**src/rtl/sddr_pkg.sv**
```systemverilog
// Shared definitions for the simple DDR controller: capture FSM states,
// burst geometry helper and DDR3 command encodings.
package sddr_pkg;

    // Read-capture FSM states
    typedef enum logic [1:0] {
        IDLE    = 2'd0,
        CAPTURE = 2'd1,
        DONE    = 2'd2
    } cap_state_t;

    // DDR3 command encodings as {RAS#, CAS#, WE#}
    typedef enum logic [2:0] {
        CMD_MRS   = 3'b000,
        CMD_REF   = 3'b001,
        CMD_PRE   = 3'b010,
        CMD_ACT   = 3'b011,
        CMD_WRITE = 3'b100,
        CMD_READ  = 3'b101,
        CMD_NOP   = 3'b111
    } ddr_cmd_t;

    localparam int unsigned DEFAULT_BURST_LENGTH = 8;
    localparam int unsigned HALF_BURST_LENGTH    = DEFAULT_BURST_LENGTH / 2;

    // Number of DQ beat pairs (clock cycles) in a burst
    function automatic int unsigned half_burst(input int unsigned burst_length);
        return burst_length / 2;
    endfunction

endpackage

```
**src/rtl/sddr_rd_latency_queue.sv**
```systemverilog
// In-order queue of outstanding READ commands. Each entry counts down the
// remaining CAS latency; head_zero flags that the oldest read's data is due.
module sddr_rd_latency_queue
    import sddr_pkg::*;
#(
    parameter int unsigned DEPTH    = 2,
    parameter int unsigned LAT_BITS = 16
) (
    input  logic                clk,
    input  logic                rst,
    input  logic                push,
    input  logic [LAT_BITS-1:0] latency,
    input  logic                pop,
    output logic                head_zero,
    output logic                full,
    output logic                empty
);

    localparam int unsigned PTR_W = (DEPTH > 1) ? $clog2(DEPTH) : 1;
    localparam int unsigned CNT_W = PTR_W + 1;

    logic [LAT_BITS-1:0] remain [DEPTH];
    logic [PTR_W-1:0]    head;
    logic [PTR_W-1:0]    tail;
    logic [CNT_W-1:0]    count;
    logic [LAT_BITS-1:0] load;
    logic                push_ok;
    logic                pop_ok;

    function automatic logic [PTR_W-1:0] next_ptr(input logic [PTR_W-1:0] ptr);
        return (ptr == PTR_W'(DEPTH - 1)) ? '0 : ptr + 1'b1;
    endfunction

    assign empty     = (count == '0);
    assign full      = (count == CNT_W'(DEPTH));
    assign head_zero = !empty && (remain[head] == '0);
    assign pop_ok    = pop && !empty;
    // A full queue still accepts a push when the head leaves on the same edge
    assign push_ok   = push && (!full || pop_ok);
    assign load      = (latency == '0) ? '0 : latency - 1'b1;

    // Countdown, push/pop pointer and occupancy bookkeeping
    always_ff @(posedge clk) begin
        if (rst) begin
            head  <= '0;
            tail  <= '0;
            count <= '0;
            for (int unsigned i = 0; i < DEPTH; i++) begin
                remain[i] <= '0;
            end
        end else begin
            for (int unsigned i = 0; i < DEPTH; i++) begin
                if (remain[i] != '0) begin
                    remain[i] <= remain[i] - 1'b1;
                end
            end
            if (push_ok) begin
                remain[tail] <= load;
                tail         <= next_ptr(tail);
            end
            if (pop_ok) begin
                head <= next_ptr(head);
            end
            case ({push_ok, pop_ok})
                2'b10:   count <= count + 1'b1;
                2'b01:   count <= count - 1'b1;
                default: count <= count;
            endcase
        end
    end

endmodule

```
**src/rtl/sddr_rd_capture.sv**
```systemverilog
// Read-return datapath: waits CAS latency per issued READ, samples the DDR
// DQ beat pairs of the burst and presents the packed word with a one-cycle
// ready pulse. Optional completed-burst counter: define SDDR_RD_STATS_EN.
module sddr_rd_capture
    import sddr_pkg::*;
#(
    parameter int unsigned DATA_BITS       = 16,
    parameter int unsigned BURST_LENGTH    = 8,
    parameter int unsigned MAX_OUTSTANDING = 2,
    parameter int unsigned LAT_BITS        = 16
) (
    input  logic                              ddr_clock_i,
    input  logic                              ctrl_reset_i,
    input  logic                              read_issue_i,
    input  logic [LAT_BITS-1:0]               cas_read_latency_i,
    input  logic [1:0][DATA_BITS-1:0]         ddr3_dq_i,
    output logic                              data_rsp_ready_o,
    output logic [BURST_LENGTH*DATA_BITS-1:0] data_rsp_data_o,
    output logic                              busy_o,
    output logic                              overflow_err_o,
    output logic                              collision_err_o,
    output logic [31:0]                       rsp_count_o
);

    localparam int unsigned HALF  = half_burst(BURST_LENGTH);
    localparam int unsigned IDX_W = (HALF > 1) ? $clog2(HALF) : 1;
    localparam logic [IDX_W-1:0] LAST = IDX_W'(HALF - 1);

    cap_state_t                                state;
    logic [IDX_W-1:0]                          idx;
    logic [BURST_LENGTH-1:0][DATA_BITS-1:0]    accum;
    logic [BURST_LENGTH-1:0][DATA_BITS-1:0]    beats_next;
    logic [BURST_LENGTH-1:0][DATA_BITS-1:0]    rsp_data;
    logic                                      rsp_ready;
    logic                                      overflow_err;
    logic                                      collision_err;

    logic             head_zero;
    logic             full;
    logic             empty;
    logic             start;
    logic             collide;
    logic             pop;
    logic             sample;
    logic             last;
    logic [IDX_W-1:0] k;

    sddr_rd_latency_queue #(
        .DEPTH    (MAX_OUTSTANDING),
        .LAT_BITS (LAT_BITS)
    ) u_latency_queue (
        .clk       (ddr_clock_i),
        .rst       (ctrl_reset_i),
        .push      (read_issue_i),
        .latency   (cas_read_latency_i),
        .pop       (pop),
        .head_zero (head_zero),
        .full      (full),
        .empty     (empty)
    );

    // Decide whether a burst starts or collides this cycle and merge the current beat pair
    always_comb begin
        start   = 1'b0;
        collide = 1'b0;
        if (head_zero) begin
            if (state == IDLE || state == DONE) begin
                start = 1'b1;
            end else if (idx != LAST) begin
                collide = 1'b1;
            end
        end
        pop    = start || collide;
        sample = start || (state == CAPTURE);
        k      = start ? '0 : idx;
        last   = (k == LAST);
        beats_next = accum;
        beats_next[{k, 1'b0}] = ddr3_dq_i[0];
        beats_next[{k, 1'b1}] = ddr3_dq_i[1];
    end

    // Capture FSM with registered response and sticky error flags
    always_ff @(posedge ddr_clock_i) begin
        if (ctrl_reset_i) begin
            state         <= IDLE;
            idx           <= '0;
            accum         <= '0;
            rsp_data      <= '0;
            rsp_ready     <= 1'b0;
            overflow_err  <= 1'b0;
            collision_err <= 1'b0;
        end else begin
            rsp_ready <= 1'b0;
            if (sample) begin
                accum <= beats_next;
                if (last) begin
                    state     <= DONE;
                    idx       <= '0;
                    rsp_data  <= beats_next;
                    rsp_ready <= 1'b1;
                end else begin
                    state <= CAPTURE;
                    idx   <= k + 1'b1;
                end
            end else begin
                state <= IDLE;
            end
            if (collide) begin
                collision_err <= 1'b1;
            end
            if (read_issue_i && full && !pop) begin
                overflow_err <= 1'b1;
            end
        end
    end

    assign data_rsp_ready_o = rsp_ready;
    assign data_rsp_data_o  = rsp_data;
    assign overflow_err_o   = overflow_err;
    assign collision_err_o  = collision_err;
    assign busy_o           = !empty || (state != IDLE);

`ifdef SDDR_RD_STATS_EN
    logic [31:0] rsp_count;

    // Count delivered bursts, wrapping naturally at 2^32
    always_ff @(posedge ddr_clock_i) begin
        if (ctrl_reset_i) begin
            rsp_count <= '0;
        end else if (rsp_ready) begin
            rsp_count <= rsp_count + 1'b1;
        end
    end

    assign rsp_count_o = rsp_count;
`else
    assign rsp_count_o = '0;
`endif

endmodule
```
**config.mk**
```make
export PLATFORM = sky130hd
export DESIGN_NAME = sddr_rd_capture
export DESIGN_NICKNAME = d
export VERILOG_FILES = /design/src/rtl/sddr_pkg.sv /design/src/rtl/sddr_rd_latency_queue.sv /design/src/rtl/sddr_rd_capture.sv
export SDC_FILE = /design/constraint.sdc
export NUM_CORES = 1
export LEC_CHECK = 0
export ABC_AREA = 1
export BUFFER_PORTS_ARGS = -buffer_cell sky130_fd_sc_hd__buf_2
export CAP_MARGIN = 10
export CORE_ASPECT_RATIO = 2
export CORE_MARGIN = 2
export CORE_UTILIZATION = 50
export CTS_CLUSTER_DIAMETER = 30
export DETAILED_ROUTE_END_ITERATION = 16
export HOLD_SLACK_MARGIN = 0.05
export PLACE_DENSITY = 0.78
export SETUP_SLACK_MARGIN = 0.1
export SYNTH_ARGS = -nofsm -noshare
export SYNTH_HDL_FRONTEND = slang
export SYNTH_SLANG_ARGS = --single-unit
```
**constraint.sdc**
```tcl
create_clock -name ddr_clock_i -period 2.7 [get_ports ddr_clock_i]
set_clock_uncertainty 0.2 [all_clocks]
set_input_delay 0.135 -clock ddr_clock_i [delete_from_list [all_inputs] [get_ports ddr_clock_i]]
set_output_delay 0.135 -clock ddr_clock_i [all_outputs]
set_load 0.05 [all_outputs]
```
# Word-level counts from Yosys, hierarchy flattened

Memories as Yosys holds them, arrays and structs flattened. A register that Yosys moved wholly into a read port is not among the register bits.
Index checks and enable logic that the tools add are counted.

Bits in registers: 267
Memories kept: 1
Bits of input ports: 51
Output and inout port bits: 164
Logic and storage cells: 106
Bits in writable memories: 32

Memory list:

| memory                 | depth | bits a word | read ports | clocked after memory_dff | wr ports | RTL line                    | text |
|---|---|---|---|---|---|---|---|
| u_latency_queue.remain | 2     | 16          | 3          | 1                        | 3        | sddr_rd_latency_queue.sv:22 | `logic [LAT_BITS-1:0] remain [DEPTH];` |

Bitwise operators: 3
Add/subtract/negate cells: 8
Reduce and logical (&&, ||, !) cells: 25
Magnitude comparators: 4
Mux-type cells: 34
Equal/unequal tests: 7

Operator list:

| kind                    | number |
|---|---|
| $bwmux W128             | 2 |
| $mux W16                | 5 |
| $demux W16 S2           | 2 |
| $sub A16 B1 Y16 const B | 3 |
| $logic_not A16 Y1       | 2 |
| $reduce_bool A16 Y1     | 2 |
| $mux W1                 | 21 |
| $eq A2 B2 Y1 const B    | 4 |
| $lt A3 B4 Y1 const B    | 2 |
| $logic_and A1 B1 Y1     | 7 |
| $ge A3 B1 Y1 const B    | 2 |
| $mux W2                 | 3 |
| $logic_or A1 B1 Y1      | 5 |
| $add A2 B1 Y2 const B   | 2 |
| $eq A2 B1 Y1 const B    | 2 |
| $logic_not A2 Y1        | 2 |
| $pmux W2 S2             | 1 |
| $reduce_bool A2 Y1      | 2 |
| $logic_not A1 Y1        | 3 |
| $add A1 B1 Y1 const B   | 2 |
| $ne A2 B2 Y1 const B    | 1 |
| $or A1 B1 Y1            | 2 |
| $reduce_and A2 Y1       | 1 |
| $reduce_or A2 Y1        | 1 |
| other kinds (2)         | 2 |

# Depth between registers and ports, before layout

Word-level depth: 11
Depth in mapped cells: 15
Depth with buffers taken out: 13

# Hierarchy

From an unflattened synthesis, not the netlist that was laid out.

Cells, all modules: 2008
Area total of the unflattened synthesis: 13267.7 um^2

By module, submodules not included:

| module                | instances | sequential area each (um^2) | area an instance (um^2) | cells each |
|---|---|---|---|---|
| sddr_rd_capture       | 1         | 4644.5                      | 10232.3                 | 1573 |
| sddr_rd_latency_queue | 1         | 1061.0                      | 3035.4                  | 435 |

# Worst setup path after synthesis

Ideal clock, no wire load.

Path kind: register to register
From: mem u_latency_queue.remain[1][12]
To: reg rsp_data (netlist bit data_rsp_data_o[26])
Arrival time: 2433 ps
Data required time: 2368 ps
Path buffers: 2
Clock period less this slack: 2765 ps
Library setup time: 132 ps
Cell stages (with the launch flop): 13
Slack: -65 ps
Cells stage by stage: edfxtp_1 -> or2_1 -> nor2_1 -> nand3_1 -> nand2_2 -> nand3_4 -> nand2_1 -> ha_1 -> buf_2 -> clkbuf_1 -> mux2i_1 -> or2_0 -> a21oi_1

RTL lines:

| element              | RTL line                    | text |
|---|---|---|
| from (decl)          | sddr_rd_latency_queue.sv:22 |  |
| to (signal assigned) | sddr_rd_capture.sv:99       | `rsp_data <= beats_next;` |
| to (decl)            | sddr_rd_capture.sv:33       | `logic [BURST_LENGTH-1:0][DATA_BITS-1:0] rsp_data;` |

==> summary.md <==
| Metric | Value |
|---|---|
| Status | `finished clean` |
| Synth cell types | `37` |
| # rows | `80` |
| Area grow syn2layout | `28.93%` |
| Synth warn | `0` |
| PD cells | `761.2 mW/mm2` |
| Area leader, netlist | `dfxtp_1` |
| RSZ-0062 raised after global routing | `true` |
| Crit path DAT | `2.68 ns` |
| Final wirelength | `39450 um` |
| Chip width | `114.1 um` |
| Pre-CTS setup slack | `-0.1041 ns` |
| Seq. cell area | `0.005665 mm2` |
| Synthesized area per cell | `7.565 um2` |
| Crit path cell chain | `nor2_2, nand2_1, nor2_2, nand3_2, nand2_2, buf_4, buf_4, o211ai_4, a21oi_4, buf_4, nand2_4, nand3_2, buf_12` |
| Maxcap violations | `0` |
| Final HPWL DP | `25270 um` |
| CTS tree | `done` |
| CP Class | `reg -> reg` |
| Reg clk slew, reported paths | `0.06 ns` |
| # diodes | `0` |
| Initial drt markers | `888` |
| Final Setup Violations | `0` |
| Worst setup SP type | `flip-flop` |
| H-tree lvl count | `1` |
| Clk Latency, worst-skew pair | `0.57 ns` |
| DR vias/cell | `5.500` |
| Vias | `11.86k` |
| RD Place Congestion | `0.9571` |
| Final Net Count | `1905` |
| Peak supply drop | `0.0005403 V` |
| Top cell by count, worst path | `buf_4` |
| CTS Buffer Depth | `3` |
| Syn Inst Count | `1601` |
| TritonCTS buffer count | `31` |
| CP delay by family, top | `simple AND/OR/NAND/NOR gates` |
| Leak | `6.830 nW` |
| Final Power | `11.89 mW` |
| Final Worst Setup Slack | `0.08310 ns` |
| Synth Register Bits | `267` |
| Grt total ovfl | `0` |
| Pre-Repair DR Iteration Count | `5` |
| Final hold viol count | `0` |
| PortBufs | `182` |
| Slew HR | `27.31%` |
| Top cells by area, synth | `dfxtp_1, nand2_1, a21oi_1, o21ai_0, edfxtp_1` |
| Post-synthesis sequential area ratio | `46.78%` |
| Final Non-Filler Cells | `2156` |
| DRC errors left | `0` |
| Slowest cell delay on critical path | `0.41 ns` |
| Most frequent cells in the layout | `nand2_1, dfxtp_1, a21oi_1` |
| Avg WL per Cell | `18.30 um` |
| Share of cells above drive strength 1 | `20.92%` |
| Fmax achieved | `382.1 MHz` |
| Final period util | `96.92%` |
| Period minus WS final | `2.617 ns` |
| Antenna violations before repair | `0` |
| Placed Cells | `2021` |
| Final setup TNS | `0 ns` |
| Area of the multi-input gates | `0.005632 mm2` |
| Largest net degree at the start of global routing | `124` |
| Final core occ | `65.55%` |
| Worst Path Max Fanout | `12` |
| Yosys top cell area share | `38.84%` |
| Pins Over Slew Limit | `0` |
| WP buf/inv | `4` |
| Antenna viol nets, final | `0` |
| Tightest Pin Transition | `1.090 ns` |
| Filler instances | `1908` |
| First-pass GRT wire length | `58280 um` |
| Die area | `0.02556 mm2` |
| Starting Density | `50.84%` |
| Core area | `0.02382 mm2` |
| Die Span Y | `224.1 um` |
| Ports | `215` |
| Vias in the first global route | `11.27k` |
| CP required | `2.77 ns` |
| Crit end category | `flip-flop` |
| Area of the mapped netlist | `0.01211 mm2` |
| Gr usage total | `28.93%` |
| Min-Delay Path Class | `in -> reg` |
| Commonest non-fill, non-tap cell in the layout | `nand2_1` |
| Clock sink count | `267` |
| Critical-path top delay cell | `edfxtp_1` |
| Clk root buf | `clkbuf_16` |
report_power, final:
group	total (mW)	switching (mW)	leakage, nW	internal (mW)
sequential	4.74	0.214	2.27	4.53
combinational	3.02	1.83	4.07	1.19
clock	4.13	1.83	0.491	2.30
cells in the mapped netlist:
master / n
inv_2: 2
buf_2: 26
nand2_4: 1
conb_1: 1
nor2_1: 127
mux2i_1: 27
nand2_2: 3
nand3_4: 1
nand3b_1: 7
or2_0: 29
or2_1: 3
o211ai_2: 1
a21oi_1: 207
inv_1: 115
dfxtp_1: 235
and3_1: 2
o21ai_0: 203
o211ai_1: 1
nor3_1: 16
buf_6: 4
xor2_1: 20
buf_1: 2
xnor2_1: 11
or2_2: 4
ha_1: 9
a21oi_4: 1
nor3b_1: 1
nand4_1: 21
edfxtp_1: 32
clkinv_1: 1
buf_4: 37
nor4_1: 1
nand3_1: 46
clkbuf_1: 69
nand2_1: 331
a31oi_1: 2
nor2_2: 2
path summary, 6_finish.rpt:
| path | slack, ns | cells after the start | end | start |
|---|---|---|---|---|
| worst min-delay path | 0.07 | 5 | u_latency_queue.remain[0][7] | cas_read_latency_i[7] |
| worst max-delay path | 0.08 | 13 | u_latency_queue.remain[1][11] | u_latency_queue.remain[0][6] |
| worst min register to register | 0.25 | 2 | accum[87] | accum[87] |
| worst max register to register | 0.08 | 13 | u_latency_queue.remain[1][11] | u_latency_queue.remain[0][6] |
area by class of cell:
type	count	area share (%)
flip-flops and latches	267	36.28
well taps	287	2.300
inverters	118	2.885
clock buffers	34	5.104
multi-input cells	1109	36.07
repair buffers	318	15.97
clock inverters	23	1.394
worst reg2reg max path, delay by kind of cell, from the launching register on:
kind | cells | cell delay (ns)
buffers and inverters | 4 | 0.57
AO/OA/AOI/OAI | 2 | 0.27
flip-flops | 1 | 0.41
AND/OR/NAND/NOR | 7 | 0.88
flip-flops by register name, summed over array words and instances, names as in the netlist, named ones only:
signal and count:
accum 96, overflow_err_o 1, state 2, u_latency_queue.count 2, u_latency_queue.remain 32, u_latency_queue.head 1, idx 2, data_rsp_data_o 128
collision_err_o 1, u_latency_queue.tail 1
cells by family (layout without fill, tap and decap cells):
kind of cell / after synthesis / count (layout) / synth area share (%)
other cells: 1 / 32 / 0.03096
buf+inv: 256 / 493 / 9.597
xor+xnor: 31 / 31 / 2.242
mux: 27 / 27 / 2.231
flops: 267 / 267 / 46.78
simple gates: 595 / 595 / 20.85
fa+ha+maj: 9 / 9 / 0.9298
compound gates: 415 / 415 / 17.35
per-layer routing:
layer / up-vias / wire [um] / global-route usage [%]
met4: 0 / 3342 / 21.60
met2: 561 / 20110 / 51.25
met3: 154 / 2599 / 4.085
met5: - / 0 / 0
met1: 5465 / 13400 / 30.42
li1: 5679 / - / -
what timing repair did:
action	4_1_cts	5_1_grt
hold endpoints to repair	247	0
resized for setup	24	112
endpoints found under the setup margin	186	258
gates cloned	5	7
buffers inserted	14	7
pin swaps	5	11
hold buffers	45	0
metrics by stage:
stage | instance area, um2 | hold WS [ns]
CTS | 15180 | 0.05722
floorplan | 12230 | 0.03813
finish | 15620 | 0.06898
global route | 15620 | 0.1008
global placement | 13360 | 0.1838
detailed placement | 13360 | 0.1893
Power figures use the tool's default switching activity.
